File: config.mk
export PLATFORM = sky130hd
export DESIGN_NAME = mem_arbiter
export DESIGN_NICKNAME = d
export VERILOG_FILES = /design/src/rtl/hs32_mem_pkg.sv /design/src/rtl/mem_arbiter_rr_pick2.sv /design/src/rtl/mem_arbiter.sv
export SDC_FILE = /design/constraint.sdc
export NUM_CORES = 1
export LEC_CHECK = 0
export ABC_AREA = 1
export CAP_MARGIN = 5
export CORE_AREA = 2 2 115 117
export DETAILED_ROUTE_END_ITERATION = 6
export DIE_AREA = 0 0 117 119
export PLACE_DENSITY_LB_ADDON = 0.2
export SLEW_MARGIN = 20
export SYNTH_ARGS = -nofsm -noshare
export SYNTH_HDL_FRONTEND = slang
export SYNTH_SLANG_ARGS = --single-unit
File: constraint.sdc
create_clock -name clk -period 2.42 [get_ports clk]
set_clock_uncertainty 0.2 [all_clocks]
set_input_delay 0.484 -clock clk [delete_from_list [all_inputs] [get_ports clk]]
set_output_delay 0.484 -clock clk [all_outputs]
set_load 0.03 [all_outputs]
File: src/rtl/hs32_mem_pkg.sv
// Shared types and constants for the hs32 memory-port arbitration logic.
package hs32_mem_pkg;

  typedef enum logic [0:0] {
    IDLE = 1'b0,
    BUSY = 1'b1
  } arb_state_t;

  localparam logic PORT_I   = 1'b0;
  localparam logic PORT_D   = 1'b1;

  localparam logic RW_READ  = 1'b0;
  localparam logic RW_WRITE = 1'b1;

endpackage

File: src/rtl/mem_arbiter_rr_pick2.sv
// Combinational 2-way round-robin picker: on contention the requester that
// was not served last wins.
module rr_pick2
  import hs32_mem_pkg::*;
(
  input  logic [1:0] req,
  input  logic       last,
  output logic       gnt_valid,
  output logic       gnt_idx
);

  // Select the winning requester index
  always_comb begin
    gnt_valid = 1'b0;
    gnt_idx   = PORT_I;
    case (req)
      2'b01: begin
        gnt_valid = 1'b1;
        gnt_idx   = PORT_I;
      end
      2'b10: begin
        gnt_valid = 1'b1;
        gnt_idx   = PORT_D;
      end
      2'b11: begin
        gnt_valid = 1'b1;
        gnt_idx   = (last == PORT_I) ? PORT_D : PORT_I;
      end
      default: begin
        gnt_valid = 1'b0;
        gnt_idx   = PORT_I;
      end
    endcase
  end

endmodule

File: src/rtl/mem_arbiter.sv
// Shares one memory-interface port between instruction fetch (port 0) and
// load/store (port 1); the granted request is latched and replayed downstream.
module mem_arbiter
  import hs32_mem_pkg::*;
#(
  parameter int AW = 32,
  parameter int DW = 32
) (
  input  logic          clk,
  input  logic          reset,
  input  logic          i_valid,
  output logic          i_ready,
  input  logic [AW-1:0] i_addr,
  input  logic [DW-1:0] i_dtw,
  output logic [DW-1:0] i_dtr,
  input  logic          i_rw,
  input  logic          d_valid,
  output logic          d_ready,
  input  logic [AW-1:0] d_addr,
  input  logic [DW-1:0] d_dtw,
  output logic [DW-1:0] d_dtr,
  input  logic          d_rw,
  output logic          valid,
  input  logic          ready,
  output logic [AW-1:0] addr,
  output logic [DW-1:0] dtw,
  input  logic [DW-1:0] dtr,
  output logic          rw
);

  arb_state_t    state_r, state_s;
  logic          grant_r, grant_s;
  logic          last_r, last_s;
  logic          valid_r, valid_s;
  logic [AW-1:0] addr_r, addr_s;
  logic [DW-1:0] dtw_r, dtw_s;
  logic          rw_r, rw_s;
  logic          gnt_valid_s;
  logic          gnt_idx_s;
  logic          done_s;

  rr_pick2 u_pick (
    .req       ({d_valid, i_valid}),
    .last      (last_r),
    .gnt_valid (gnt_valid_s),
    .gnt_idx   (gnt_idx_s)
  );

  // State and latched downstream request registers
  always_ff @(posedge clk) begin
    if (reset) begin
      state_r <= IDLE;
      grant_r <= PORT_I;
      last_r  <= PORT_D;
      valid_r <= 1'b0;
      addr_r  <= {AW{1'b0}};
      dtw_r   <= {DW{1'b0}};
      rw_r    <= RW_READ;
    end else begin
      state_r <= state_s;
      grant_r <= grant_s;
      last_r  <= last_s;
      valid_r <= valid_s;
      addr_r  <= addr_s;
      dtw_r   <= dtw_s;
      rw_r    <= rw_s;
    end
  end

  // Next-state: grant in IDLE, wait for downstream completion in BUSY
  always_comb begin
    state_s = state_r;
    grant_s = grant_r;
    last_s  = last_r;
    valid_s = valid_r;
    addr_s  = addr_r;
    dtw_s   = dtw_r;
    rw_s    = rw_r;
    done_s  = 1'b0;
    case (state_r)
      IDLE: begin
        if (gnt_valid_s) begin
          grant_s = gnt_idx_s;
          valid_s = 1'b1;
          state_s = BUSY;
          if (gnt_idx_s == PORT_D) begin
            addr_s = d_addr;
            dtw_s  = d_dtw;
            rw_s   = d_rw;
          end else begin
            addr_s = i_addr;
            dtw_s  = i_dtw;
            rw_s   = i_rw;
          end
        end else begin
          state_s = IDLE;
        end
      end
      BUSY: begin
        if (ready) begin
          done_s  = 1'b1;
          last_s  = grant_r;
          valid_s = 1'b0;
          state_s = IDLE;
        end else begin
          state_s = BUSY;
        end
      end
      default: begin
        state_s = IDLE;
        valid_s = 1'b0;
      end
    endcase
  end

  // Completion and read data are routed only to the granted requester
  always_comb begin
    i_ready = 1'b0;
    d_ready = 1'b0;
    i_dtr   = {DW{1'b0}};
    d_dtr   = {DW{1'b0}};
    if (state_r == BUSY) begin
      if (grant_r == PORT_D) begin
        d_ready = done_s;
        d_dtr   = dtr;
      end else begin
        i_ready = done_s;
        i_dtr   = dtr;
      end
    end else begin
      i_ready = 1'b0;
      d_ready = 1'b0;
    end
  end

  assign valid = valid_r;
  assign addr  = addr_r;
  assign dtw   = dtw_r;
  assign rw    = rw_r;

endmodule

[Yosys cells after proc, flatten, opt, wreduce, memory -nomap -nowiden]
Cells that the tools add are included.
Cells by class
  reductions and logical operators: 4
  bitwise gates (word level): 1
  mux-type cells: 21
  equal/unequal tests: 5
Operators with widths (count)
  $mux W32: 6
  $mux W1: 12
  $pmux W1 S2: 3
  $reduce_and A2 Y1: 3
  $eq A2 B2 Y1 const B: 2
  $ne A2 B2 Y1 const B: 2
  $reduce_or A3 Y1: 1
  $eq A2 B1 Y1 const B: 1
  $not A1 Y1: 1
Word-level totals
  register bits after elaboration: 69
  logic and storage cells: 38
  output and inout bits: 132

[Longest topological paths before layout]
  depth in word-level cells: 5
  depth in mapped cells: 8

[Modules after synthesis]
A second synthesis with hierarchy kept.
Unflattened totals
  cell total of the unflattened synthesis: 817
  area total of the unflattened synthesis: 4239.1 um2
By module, submodules not included
  mem_arbiter: area each 4224.1 um2, instances 1, cells each 814
  rr_pick2: area each 15.0 um2, instances 1, cells each 3

[Worst setup path after synthesis]
OpenSTA, ideal clock, no wires.
  path type: register to output
  start point: reg state_r
  end point: out i_dtr[21]
  cell stages (with the launch flop): 6
  data arrival time: 1.219 ns
  slack: 0.517 ns
  cells stage by stage: dfxtp_1 -> inv_2 -> or2_1 -> buf_6 -> buf_6 -> nor2_2
Between the ends
  cells in the longest elaborated chain, start to end: 1
Ends and longest elaborated chain
  from (decl): RTL line mem_arbiter.sv:31  | arb_state_t state_r, state_s;
  from (signal assigned): RTL line mem_arbiter.sv:60  | state_r <= state_s;
  $mux W32: RTL line mem_arbiter.sv:122  | if (state_r == BUSY) begin
  to (decl): RTL line mem_arbiter.sv:15  | output logic [DW-1:0] i_dtr,
No other way between the ends.

[Final worst setup path]
  start point: reg state_r
  end point: out i_dtr[18]
The elaborated chain is that of the path after synthesis.

==> reports/qor.yml <==
yosys.area.top_type_share_pct: 33.65
cts_resized: 0
core_area_um2: 12870
gp_congestion: 0.7700
portBuffers: 298
ir_drop_v: 0.0002686
power.leakage_nw: 3.607
clk_latency_ps: 320
synth-async-reset-ratio_pct: 0
cts_sinks: 69
cp_data_required_time_ps: 1740
grt_max_degree: 68
worstSetupStartpoint: "state_r"
worst_slew_pin_slew_ps: 356.8
syn-mean-instance-area_um2: 6.011
r2r_start: "last_r"
gr-total-overflow: 0
syn_area_um2: 4105
antenna_cells: 0
slowest_stage: "dfxtp_2"
fmax_mhz: 441.9
first_pass_iters: 4
nets: 1126
num_vias: 4694
htreeDepth: 3
p_int_mw: 2.639
ios: 299
p_switching_mw: 1.283
cts_setup_buffers: 0
dr.first_iter.drc_count: 145
hold_path.class: "reg -> reg"
cts_tree: "done"
hp-start: "grant_r"
yosys_register_bits: 69
combPwrFrac_pct: 35.7
final_core_util_pct: 56.48
total_power_mw: 3.922
ys_seq_area_share_pct: 33.65
hold_viol_final: 0
die_h_um: 119
maxSlewViolCount: 0
place_hpwl_um: 10060
synth_most_common_cell: "nor2_1"
path_delay_family: "simple AND/OR/NAND/NOR gates"
wire_per_inst_um: 11.68
ys_warn_count: 0
busiest_layer: "met2"
grt.total_usage_pct: 18.78
setup_viol_count_final: 0
synth_cell_type_count: 20
antenna_found_initial: 0
start_kind: "register"
start_util_pct: 31.89
p_seq_share_pct: 33.3
clockPowerShare_pct: 31.0
synthTopCellsByArea: "dfxtp_1, nor2_1, nand2_1"
drc_errors: 0
drt-total-wl_um: 13320
cp_max_fo: 33
area_growth_pct: 77.14
yosys.area.top_type: "dfxtp_1"
grt_use_met2_pct: 33.82
row_count: 42
cpPeakStageDelay_ps: 380
cts_buffers: 9
fin_crit_sh_pct: 93.52
drive_gt1_share_pct: 13.17
crit_path_end_kind: "primary output"
power_density_nw_per_um2: 539.3
viasPerCell: 4.118
cap_violations: 0
post-route-min-period_ps: 2263
dieArea_um2: 13920
relSlewSlack_pct: 76.14
synth-main-ff-cell: "dfxtp_1"
antenna_left: 0
setup_tns_ps: 0
synth_enable_flop_cells: 0
syn_inst: 683
met3_usage_pct: 6.870
syn_nets: 850
grt_first_pass_wirelength_um: 20820
crit_buf_inv: 3
crit_top_cell: "buf_12"
cts_max_path_buffers: 2
worstSetupPathType: "reg -> out"
synth_common_cells: "nor2_1, nand2_1, inv_1"
run_status: "finished, final reports clean"
cts-hold-fix-buffers: 0
die_w_um: 117
switching_share_pct: 32.71
cts_root_buf: "clkbuf_16"
met1_usage_pct: 20.16
grt_pass1_vias: 4279
rsz0062_at_grt: "no"
arrival_ps: 1580
crit_path_cell_trace: "inv_2 > or2_2 > buf_12 > nor2_4 > buf_12"
cts.clk_slew.worst_paths_ps: 50
-- worst register-to-register path, cell delays in order (launching register included) --
cell and delay, ps:
dfxtp_1 340, nand2_1 100, nand2_4 140, buf_12 260, nand2_1 150, nand2_1 80, nor2_1 40, nor2_1 70
-- kinds of logic after synthesis --
group / synth area share [%]
and+or+nand+nor: 41.51
AOI/OAI and AO/OA: 8.412
DFF: 33.65
buffers and inverters: 16.43
-- metal layers --
layer | part of all wire [%] | vias up
li1 | - | 2543
met1 | 39 | 1948
met2 | 49 | 183
met3 | 10 | 20
met4 | 1.8 | 0
met5 | 0 | -
-- power by group through the flow --
| stage | Sequential (mW) | Clock, mW | Combinational (mW) |
|---|---|---|---|
| finish | 1.31 | 1.22 | 1.40 |
| floorplan | 1.55 | 0 | 0.573 |
| global placement | 1.32 | 0 | 1.41 |
| global route | 1.32 | 1.31 | 1.53 |
| CTS | 1.31 | 1.26 | 1.42 |
| detailed placement | 1.33 | 0 | 1.41 |
-- placed cells by master (no fill, tap or decap), drive strengths merged --
cell             n
clkdlybuf4s50  232
o21ai           66
nand3            1
nand2          136
clkinv           3
nor2           265
or2              1
clkinvlp         1
dfxtp           69
inv            100
clkbuf          12
buf             75
a21oi            3
-- flip-flops by register name, indices dropped and copies added (netlist names) --
name     cells
addr        32
dtw         32
grant_r      1
last_r       1
rw           1
state_r      1
valid        1
-- layout make-up --
| type | count | area (um^2) |
|---|---|---|
| fill | 1301 | 5603 |
| tap | 176 | 220.2 |
| sequential | 69 | 1383 |
| inverter | 100 | 375.4 |
| clock buffer | 12 | 256.5 |
| timing repair buffer | 307 | 2960 |
| multi-input combinational | 472 | 2054 |
| clock inverter | 4 | 22.52 |
-- metrics by stage --
step,std cells,setup slack [ps],area [um^2],hold WS [ps]
finish,1140,156.9,7272,280.2
global route,1140,61.38,7272,325.8
CTS,1140,48.74,7271,283.0
detailed placement,1124,249.1,6992,262.4
global placement,1124,291.8,6992,253.2
floorplan,683,516.9,4105,229.3
-- final timing paths --
kind / to / slack [ps] / depth (start not counted)
worst min-delay path: grant_r / 280 / 2
worst min register to register: grant_r / 280 / 2
worst max register to register: addr[31] / 980 / 7
worst max-delay path: i_dtr[18] / 160 / 5
Note: power is estimated with default switching activity, not from simulation.
